==> src/rtl/bin2bcd_seq.sv <==
// Iterative double-dabble binary-to-BCD converter, one shift per clock.
// Start/busy/done handshake; o_bcd is registered and holds the last result.
module bin2bcd_seq #(
  parameter int BIN_W  = 16,
  parameter int DIGITS = 5
) (
  input  logic                  i_clk,
  input  logic                  i_rst_n,
  input  logic                  i_start,
  input  logic [BIN_W-1:0]      i_bin,
  output logic                  o_busy,
  output logic                  o_done,
  output logic [4*DIGITS-1:0]   o_bcd
);

  localparam int CNT_W = $clog2(BIN_W + 1);
  localparam int BCD_W = 4 * DIGITS;

  typedef enum logic {
    IDLE  = 1'b0,
    SHIFT = 1'b1
  } state_e;

  state_e             r_state;
  logic [BIN_W-1:0]   r_bin;
  logic [BCD_W-1:0]   r_scratch;
  logic [CNT_W-1:0]   r_cnt;
  logic [BCD_W-1:0]   r_bcd;
  logic               r_done;

  state_e             w_state_nxt;
  logic [BIN_W-1:0]   w_bin_nxt;
  logic [BCD_W-1:0]   w_scratch_nxt;
  logic [CNT_W-1:0]   w_cnt_nxt;
  logic [BCD_W-1:0]   w_bcd_nxt;
  logic               w_done_nxt;
  logic [BCD_W-1:0]   w_corr;
  logic [BCD_W-1:0]   w_shifted;

  // Per-digit add-3 correction; digits are independent, no carry between them.
  always_comb begin
    w_corr = r_scratch;
    for (int k = 0; k < DIGITS; k++) begin
      if (r_scratch[4*k +: 4] >= 4'd5) begin
        w_corr[4*k +: 4] = r_scratch[4*k +: 4] + 4'd3;
      end
    end
    w_shifted = {w_corr[BCD_W-2:0], r_bin[BIN_W-1]};
  end

  // NOTE: every signal gets a default before the case so no path leaves it
  // unassigned; otherwise synthesis infers a latch to hold the old value.
  always_comb begin
    w_state_nxt   = r_state;
    w_bin_nxt     = r_bin;
    w_scratch_nxt = r_scratch;
    w_cnt_nxt     = r_cnt;
    w_bcd_nxt     = r_bcd;
    w_done_nxt    = 1'b0;
    case (r_state)
      IDLE: begin
        if (i_start) begin
          w_bin_nxt     = i_bin;
          w_scratch_nxt = '0;
          w_cnt_nxt     = CNT_W'(BIN_W);
          w_state_nxt   = SHIFT;
        end
      end
      SHIFT: begin
        w_bin_nxt     = r_bin << 1;
        w_scratch_nxt = w_shifted;
        w_cnt_nxt     = r_cnt - CNT_W'(1);
        if (r_cnt == CNT_W'(1)) begin
          w_bcd_nxt   = w_shifted;
          w_done_nxt  = 1'b1;
          w_state_nxt = IDLE;
        end
      end
      default: w_state_nxt = IDLE;
    endcase
  end

  // NOTE: sequential state uses non-blocking assignments so every register
  // samples the pre-edge values, independent of statement order.
  always_ff @(posedge i_clk or negedge i_rst_n) begin
    if (!i_rst_n) begin
      r_state   <= IDLE;
      r_bin     <= '0;
      r_scratch <= '0;
      r_cnt     <= '0;
      r_bcd     <= '0;
      r_done    <= 1'b0;
    end else begin
      r_state   <= w_state_nxt;
      r_bin     <= w_bin_nxt;
      r_scratch <= w_scratch_nxt;
      r_cnt     <= w_cnt_nxt;
      r_bcd     <= w_bcd_nxt;
      r_done    <= w_done_nxt;
    end
  end

  assign o_busy = (r_state == SHIFT);
  assign o_done = r_done;
  assign o_bcd  = r_bcd;

endmodule

==> config.mk <==
export PLATFORM = sky130hd
export DESIGN_NAME = bin2bcd_seq
export DESIGN_NICKNAME = d
export VERILOG_FILES = /design/src/rtl/bin2bcd_seq.sv
export SDC_FILE = /design/constraint.sdc
export NUM_CORES = 1
export LEC_CHECK = 0
export ABC_AREA = 1
export CORE_ASPECT_RATIO = 1.2
export CORE_UTILIZATION = 49
export DETAILED_ROUTE_END_ITERATION = 16
export HOLD_SLACK_MARGIN = 0.05
export PLACE_DENSITY_LB_ADDON = 0.15
export SYNTH_ARGS = -nofsm -noshare
export SYNTH_HDL_FRONTEND = slang
export SYNTH_SLANG_ARGS = --single-unit
==> constraint.sdc <==
create_clock -name i_clk -period 1.1 [get_ports i_clk]
set_input_delay 0.11 -clock i_clk [delete_from_list [all_inputs] [get_ports i_clk]]
set_output_delay 0.11 -clock i_clk [all_outputs]
set_load 0.02 [all_outputs]
==> out/results.txt, run 1 <==
Leakage: 2.33 nW
WL final: 8640 µm
DRT antenna net count: 0
Unique masters post-synth: 20
status: finished with violations
Pint: 8.32 mW
Sequential Power Share: 28.5%
CP max FO: 22
non-filler cells, final: 540
CTS tree: built
PD cells: 3150 nW/µm²
initial antenna violation count: 0
period utilisation layout: 116%
starting density of the core: 52.1%
YS warnings: 0
Synth Area in Adders: 4.99%
commonest non-fill, non-tap cells in the layout: nand2_1, dfrtp_1, buf_4, inv_1, buf_2
post-synthesis mux area share: 0%
Worst-Margin Slew: 358 ps
syn nets: 397
Crit path required time: 1340 ps
Die Width: 73.6 µm
Synth top area share: 52.4%
Final Max Slew Viols: 0
crit path time final: 1280 ps
main combinational cell family by area after synthesis: simple AND/OR/NAND/NOR gates
Final Util: 81.3%
switching power: 6.50 mW
maxcap violations: 0
die area: 6460 µm²
DR vias/cell: 5.50
number of antenna diodes: 0
Total GRT Usage: 27.6%
Rel. slew slack: 76.1%
Syn Std Cell Area: 3010 µm²
Worst Skew: 10.7 ps
remaining routing DRC violations: 0
final setup violation count: 57
CTS Buffer Depth: 2
post-DR wirelength/cell: 16.0 µm
Mapped Cells: 366
clock slew at reported path FFs: 70 ps
Syn Area/Cell: 8.23 µm²
most common cell after layout, fill and taps aside: nand2_1
layout cells sized above 1: 44.6%
pin count of the biggest net entering global routing: 64
max frequency: 0.783 GHz
Skew-Pair Late Insertion Delay: 350 ps
die height: 87.9 µm
Setup TNS: -4960 ps
flops & latches, synth: 63
Total Power: 14.8 mW
I/O pin total: 41
RSZ-0062 raised after global routing: true
post-synthesis sequential area ratio: 52.4%
GRT overflow: 0
1st-iter DRT viols: 171
# rows: 30
simple logic cell fraction of the synthesized area: 27.3%
Post-DP HPWL: 4280 µm
first-pass GRT wire length: 13200 µm
GP Congestion: 0.807
final net count: 487
H-tree depth: 3
PnR worst setup slack: -178 ps
Placed Cells: 500
Synth area leaders: dfrtp_1, nand2_1, nand3_1
critical path data arrival time: 1510 ps
Port Buf Inserts: 40
post-synthesis compound-gate area fraction: 8.31%
crit start category: flip-flop
Syn-to-layout area delta: 56.2%
Clk pwr share: 15.0%
CORE AREA: 5780 µm²
worst vdd ir: 1.89 mV
final hold vios: 0
cts bufs inserted: 9
CTS sink count: 63
critical path class: flip-flop to flip-flop
Comb pwr share: 56.5%
vias in the first global route: 2762
failing checks: setup timing
vias post-DR: 2969
Area after DPL: 3760 µm²
XOR/XNOR share of the synthesized area: 0%
CTS root buf: clkbuf_8
Setup crit end kind: flip-flop
post-synth top area cell: dfrtp_1
post-route cell area: 4700 µm²
type of the worst min-delay path: primary input to flip-flop
DRT Pass-1 Iters: 4
switching power share of the total: 43.9%
## worst max-delay path, stage by stage, from the launching register on
cell	delay, ps
dfrtp_1	390
inv_2	80
ha_4	130
nand2_2	60
nor2_4	150
buf_6	130
inv_8	60
nand2_1	90
nand2_1	60
## synth_stat cells
library cell / count
inv_1: 36
a21boi_0: 1
inv_2: 5
o21ai_0: 7
buf_2: 10
o21ai_1: 12
a21boi_1: 2
a22oi_1: 5
nand3_1: 39
nand2_1: 146
ha_1: 12
nor2_2: 2
o211ai_1: 2
o221ai_1: 7
nand4_1: 8
o22ai_1: 3
dfrtp_1: 63
nor3_1: 1
clkbuf_1: 2
nor2_1: 3
## path summary, 6_finish.rpt
path	start	to	slack, ps	depth (start not counted)
min in group asynchronous	i_rst_n	r_scratch[6]	310	3
hold reg to reg	o_bcd[4]	o_bcd[4]	470	2
hold / removal	i_bin[10]	r_bin[10]	300	3
setup reg to reg	r_cnt[1]	o_bcd[17]	-180	8
max in group asynchronous	i_rst_n	o_busy	480	3
setup / recovery	r_cnt[1]	o_bcd[17]	-180	8
## state kept, by name, indices dropped and copies added (netlist names)
signal	count
o_bcd	20
o_busy	1
o_done	1
r_bin	16
r_cnt	5
r_scratch	20
## metal layers
metal  part of all wire [%]  GRT usage (%)  up-vias
li1                       -              -     1371
met1                     41           34.7     1476
met2                     52           47.1      106
met3                    4.0           4.26       16
met4                    2.4           11.4        0
met5                      0              0        -
## cell families (layout without fill, tap and decap cells)
| family | count (synthesis) | in the layout |
|---|---|---|
| compound gates | 39 | 39 |
| fa+ha+maj | 12 | 12 |
| buf+inv | 53 | 147 |
| flops | 63 | 63 |
| simple gates | 199 | 199 |
## power groups by stage
stage | clock network, mW | registers (mW) | logic [mW]
after floorplan | 0 | 4.36 | 3.25
final | 2.23 | 4.22 | 8.38
after global routing | 2.35 | 4.33 | 9.06
after global placement | 0 | 3.99 | 5.45
after CTS | 2.23 | 4.07 | 6.76
after detailed placement | 0 | 4.02 | 5.60
## area by class of cell
class,count,area [µm²]
clock buffers,11,141
clock inverters,4,70.1
fillers,372,1080
inverters,41,179
multi-input cells,250,1820
flip-flops and latches,63,1580
well taps,80,100
repair buffers,91,810
## stage by stage
step | setup WS [ps] | hold WS, ps
floorplan | -33.2 | -186
global placement | -149 | 149
detailed placement | -191 | 146
CTS | -132 | 291
global route | -220 | 301
finish | -178 | 296
## repair_timing
| action | in CTS | in global routing |
|---|---|---|
| setup endpoints to repair | 69 | 77 |
| gates resized for setup | 142 | 91 |
| setup buffers | 14 | 10 |
| hold buffers | 1 | 0 |
| cloned | 1 | 3 |
| pin swaps | 23 | 31 |
| hold endpoints to repair | 63 | 0 |
Power figures use the tool's default switching activity.
==> run 2: changes to the inputs <==
- MAX_ROUTING_LAYER: unset -> met4
==> run 2 against run 1 <==
Compared with the run above: the run still ends with setup timing left; via count fell by 1.4%; combinational power shrank 1%; count of clock-buffer cells in the layout is the same.
==> out/results.txt, run 2 (synthesis results as in run 1) <==
H-tree depth: 3 (unchanged)
Syn-to-layout area delta: 55.4%
CORE AREA: 5780 µm² (unchanged)
worst r2r src: r_scratch[13]
post-DR wirelength/cell: 16.1 µm (+0.51%)
remaining routing DRC violations: 0 (unchanged)
final net count: 487 (unchanged)
worst path bufs/invs: 2 (-1)
crit path time final: 1280 ps (-1.85 ps)
final setup violation count: 56 (-1.8%)
crit start category: flip-flop
initial antenna violation count: 0 (unchanged)
most common cell after layout, fill and taps aside: nand2_1
Crit path required time: 1340 ps (about the same)
1st-iter DRT viols: 225 (+32%)
Worst-Margin Slew: 361 ps (+3.00 ps)
GP Congestion: 0.819 (+1.4%)
Skew-Pair Late Insertion Delay: 350 ps (about the same)
# rows: 30 (unchanged)
Crit path top cell by count: inv_2
die height: 87.9 µm (unchanged)
max frequency: 0.784 GHz (+0.14%)
Die Width: 73.6 µm (unchanged)
critical path class: flip-flop to flip-flop
Port Buf Inserts: 40 (unchanged)
DRT Pass-1 Iters: 6 (+2)
hold path endpoint: r_bin[10]
pin count of the biggest net entering global routing: 64 (unchanged)
vias in the first global route: 2751 (-0.40%)
number of antenna diodes: 0 (unchanged)
Leakage: 2.33 nW (-0.21%)
Final Max Slew Viols: 0 (unchanged)
final hold vios: 0 (unchanged)
hold slack: 300 ps (+4.13 ps)
hold depth: 3 (unchanged)
die area: 6460 µm² (unchanged)
commonest non-fill, non-tap cells in the layout: nand2_1, dfrtp_1, buf_4, buf_2
critical path data arrival time: 1510 ps (about the same)
cts bufs inserted: 9 (unchanged)
worst vdd ir: 1.88 mV (-0.44%)
GRT overflow: 0 (unchanged)
Worst Skew: 13.3 ps (+2.64 ps)
CP max stage cell: dfrtp_1
CTS sink count: 63 (unchanged)
RSZ-0062 raised after global routing: true
pre-CTS setup slack: -191 ps (unchanged)
period utilisation layout: 116% (-0.17 points)
type of the worst min-delay path: primary input to flip-flop
flop2flop setup slack: -180 ps (about the same)
DRT antenna net count: 0 (unchanged)
Setup crit end kind: flip-flop
vias post-DR: 2927 (-1.4%)
DR vias/cell: 5.42 (-1.4%)
crit-path max cell delay: 410 ps (+20 ps)
RR Endpoint: o_bcd[14]
first-pass GRT wire length: 13200 µm (+0.15%)
Rel. slew slack: 75.9% (-0.20 points)
CTS root buf: clkbuf_8
Hold Crit Start: i_bin[10]
PnR worst setup slack: -176 ps (+1.85 ps)
R2R depth: 7 (-1)
Critical Path Source: r_scratch[13]
CTS Buffer Depth: 2 (unchanged)
PD cells: 3160 nW/µm² (+0.10%)
clock slew at reported path FFs: 80 ps (about the same)
starting density of the core: 52.1% (unchanged)
WL final: 8690 µm (+0.51%)
layout cells sized above 1: 44.3% (-0.22 points)
Crit path max-delay family: simple AND/OR/NAND/NOR gates
maxcap violations: 0 (unchanged)
Post-DP HPWL: 4280 µm (unchanged)
Total GRT Usage: 28.5% (+0.98 points)
critical-path cell list: inv_2 -> ha_4 -> inv_2 -> nand2_4 -> nand4_1 -> nand3_1 -> nand2_1
CP max FO: 4 (-82%)
CTS tree: built
status: finished with violations
I/O pin total: 41 (unchanged)
failing checks: setup timing
-- run 2: changes by cell type in the layout (fill, tap and decap cells not counted), sizes merged --
cell,previous run,this run
buf,67,69
clkdlybuf4s15,2,0
-- run 2: how the worst max path moves through the flow --
stage	endpoint	slack, ps	cells after the start
2_1_floorplan	o_bcd[10]	-30	8
3_3_place_gp	o_bcd[0]	-150	7
3_5_place_dp	o_bcd[0]	-190	7
4_1_cts	o_bcd[16]	-130	8
5_1_grt	o_bcd[16]	-240	8
6_report	o_bcd[14]	-180	7
-- run 2: where the power goes --
part | switching, mW | internal, mW | total (mW) | leakage (nW)
Combinational | 4.66 | 3.63 | 8.30 | 1.43
Clock | 0.920 | 1.32 | 2.24 | 0.109
Sequential | 0.899 | 3.33 | 4.23 | 0.792
Total | 6.48 | 8.29 | 14.8 | 2.33
-- run 2: area by class of cell --
cell class	instances	area, µm²
Clock inverter	4	70.1
Inverter	41	179
Fill cell	375	1100
Timing Repair Buffer	91	797
Tap cell	80	100
Clock buffer	11	141
Multi-Input combinational cell	250	1810
Sequential cell	63	1580
-- run 2: per-stage QoR --
step                      util, %  TNS [ps]  power, mW  std cells  area, µm²
after floorplan                 -      -625       7.62        366       3100
after global placement       65.1     -6380       9.45        500       3760
after detailed placement     65.1     -7570       9.62        500       3760
after CTS                    75.4     -3370       13.1        530       4360
after global routing         80.9     -8490       15.7        540       4680
final                        80.9     -4790       14.8        540       4680
-- run 2: worst min-delay path: stages --
cell and delay, ps:
clkdlybuf4s50_1 390, nand2_1 60, nand2_1 40
-- run 2: repair_timing --
item | 4_1_cts | 5_1_grt
hold buffers | 1 | 0
gates cloned | 1 | 3
buffers inserted | 14 | 10
pin swaps | 23 | 32
gates resized for setup | 142 | 91
setup endpoints to repair | 69 | 79
hold endpoints to repair | 63 | 0
-- run 2: routing by layer --
metal  vias up  GRT usage, %  part of all wire (%)
li1       1367             -                     -
met1      1432          34.8                    40
met2       108          47.1                    53
met3        20          5.64                   5.6
met4         0          9.79                   2.0
met5         -             -                     0
==> run 3: changes to the inputs <==
--- a/config.mk
+++ b/config.mk
@@ -9,3 +9,4 @@
 export CORE_ASPECT_RATIO = 1.2
-export CORE_UTILIZATION = 49
+export CORE_MARGIN = 5
+export CORE_UTILIZATION = 46
 export DETAILED_ROUTE_END_ITERATION = 16
--- a/constraint.sdc
+++ b/constraint.sdc
@@ -3,2 +3,2 @@
 set_output_delay 0.11 -clock i_clk [all_outputs]
-set_load 0.02 [all_outputs]
+set_load 0.01 [all_outputs]
==> run 3 against run 2 <==
Compared with the run above: first-iteration DRC count fell by 63%; hold slack got worse by 5.5 ps; the flow still finishes with violations (setup timing); power is 6.5% lower; critical path type unchanged.
==> out/results.txt, run 3 (synthesis results as in run 1) <==
vias in the first global route: 2771 (+0.73%)
worst vdd ir: 1.29 mV (-31%)
period utilisation layout: 113% (-3.4 points)
Area after DPL: 3770 µm² (+0.23%)
PD cells: 2930 nW/µm² (-7.3%)
Rel. slew slack: 76.7% (+0.79 points)
DRT Pass-1 Iters: 4 (-2)
R2R depth: 7 (unchanged)
critical-path cell list: inv_2 -> ha_4 -> nand2_2 -> nor2_4 -> buf_4 -> nand3_1 -> nand2_1
post-route cell area: 4720 µm² (+0.80%)
GRT overflow: 0 (unchanged)
number of cells on the critical path: 7 (unchanged)
footprint of the multi-input gates: 1820 µm² (+0.35%)
first-pass GRT wire length: 12400 µm (-6.4%)
crit-path max cell delay: 380 ps (-30 ps)
CP max stage cell: dfrtp_1
Leakage: 2.33 nW (about the same)
status: finished with violations
DR vias/cell: 5.22 (-3.7%)
CTS root buf: clkbuf_8
CTS sink count: 63 (unchanged)
RSZ-0062 raised after global routing: true
Worst-Margin Slew: 349 ps (-11.8 ps)
DRT antenna net count: 0 (unchanged)
Final Max Slew Viols: 0 (unchanged)
I/O pin total: 41 (unchanged)
final net count: 485 (-0.41%)
die height: 98.6 µm (+12%)
type of the worst min-delay path: primary input to async pin
vias post-DR: 2829 (-3.3%)
starting density of the core: 47.0% (-5.1 points)
post-DR wirelength/cell: 14.9 µm (-7.5%)
clock slew at reported path FFs: 70 ps (about the same)
maxcap violations: 0 (unchanged)
most common cell after layout, fill and taps aside: nand2_1
critical path data arrival time: 1520 ps (about the same)
initial antenna violation count: 0 (unchanged)
PnR worst setup slack: -139 ps (+37.0 ps)
crit start category: flip-flop
Fillers: 461 (+23%)
Port Buf Inserts: 40 (unchanged)
Post-DP HPWL: 4570 µm (+6.9%)
crit path time final: 1240 ps (-37.0 ps)
H-tree depth: 3 (unchanged)
WL final: 8060 µm (-7.2%)
failing checks: setup timing
Syn-to-layout area delta: 56.6%
Skew-Pair Late Insertion Delay: 340 ps (about the same)
CP max FO: 8 (+4)
hold slack: 295 ps (-5.50 ps)
Total GRT Usage: 19.2% (-9.4 points)
final hold vios: 0 (unchanged)
max frequency: 0.807 GHz (+3.0%)
cts bufs inserted: 9 (unchanged)
CTS tree: built
CTS Buffer Depth: 2 (unchanged)
GP Congestion: 0.822 (+0.43%)
remaining routing DRC violations: 0 (unchanged)
final setup violation count: 59 (+5.4%)
CORE AREA: 6410 µm² (+11%)
Setup crit end kind: flip-flop
layout cells sized above 1: 42.7% (-1.7 points)
1st-iter DRT viols: 83 (-63%)
number of antenna diodes: 0 (unchanged)
Crit path required time: 1380 ps (+40 ps)
Reg area: 1580 µm² (about the same)
Die Width: 83.9 µm (+14%)
worst path bufs/invs: 2 (unchanged)
Crit path max-delay family: simple AND/OR/NAND/NOR gates
# rows: 32 (+6.7%)
commonest non-fill, non-tap cells in the layout: nand2_1, dfrtp_1, buf_4, nand2_2, nand3_1
critical path class: flip-flop to flip-flop
Worst Skew: 7.86 ps (-5.48 ps)
pin count of the biggest net entering global routing: 64 (unchanged)
die area: 8270 µm² (+28%)
## run 3: path summary, 6_finish.rpt
kind	startpoint	end	slack, ps
setup / recovery	r_cnt[1]	o_bcd[14]	-140
setup reg to reg	r_cnt[1]	o_bcd[14]	-140
min in group i_clk	i_bin[9]	r_bin[9]	310
hold / removal	i_rst_n	o_bcd[9]	290
max in group asynchronous	i_rst_n	o_busy	480
hold reg to reg	o_bcd[8]	o_bcd[8]	470
## run 3: per-layer routing
metal | GRT usage, % | vias up | part of all wire (%)
li1 | - | 1372 | -
met1 | 21.9 | 1382 | 40
met4 | 8.54 | 0 | 2.1
met3 | 4.01 | 14 | 4.0
met2 | 32.5 | 61 | 53
met5 | - | - | 0
## run 3: power by group
group | switching, mW | leakage (nW) | internal (mW)
combinational | 4.24 | 1.44 | 3.57
sequential | 0.847 | 0.793 | 3.33
clock | 0.845 | 0.0914 | 0.975
total | 5.93 | 2.33 | 7.87
## run 3: stage by stage
stage | setup TNS, ps | power (mW) | cells | worst slack [ps] | util, %
2_1_floorplan | -566 | 7.36 | 366 | -32.0 | -
3_3_place_gp | -5150 | 9.28 | 509 | -136 | 58.9
3_5_place_dp | -6640 | 9.45 | 509 | -176 | 58.9
4_1_cts | -4030 | 12.4 | 535 | -115 | 68.0
5_1_grt | -8270 | 14.8 | 542 | -198 | 73.6
6_report | -4750 | 13.8 | 542 | -139 | 73.6
## run 3: cell type report
type	instances	share of cell area [%]
Multi-Input combinational cell	250	38.5
Timing Repair inverter	1	0.106
Sequential cell	63	33.5
Clock inverter	1	0.106
Inverter	41	3.74
Tap cell	85	2.26
Timing Repair Buffer	88	18.2
Clock buffer	13	3.58
## run 3: timing repair
item | 4_1_cts | 5_1_grt
gates resized for setup | 124 | 87
endpoints found under the setup margin | 81 | 71
cloned | 1 | 3
pin swaps | 26 | 25
buffers inserted | 10 | 5
endpoints found under the hold margin | 63 | 0
hold buffers | 1 | 0
## run 3: worst register-to-register path, cell delays in order, from the launching register on
cell and delay (ps):
dfrtp_1 380, inv_2 80, ha_4 130, nand2_2 60, nor2_4 140, buf_4 200, nand3_1 100, nand2_1 80
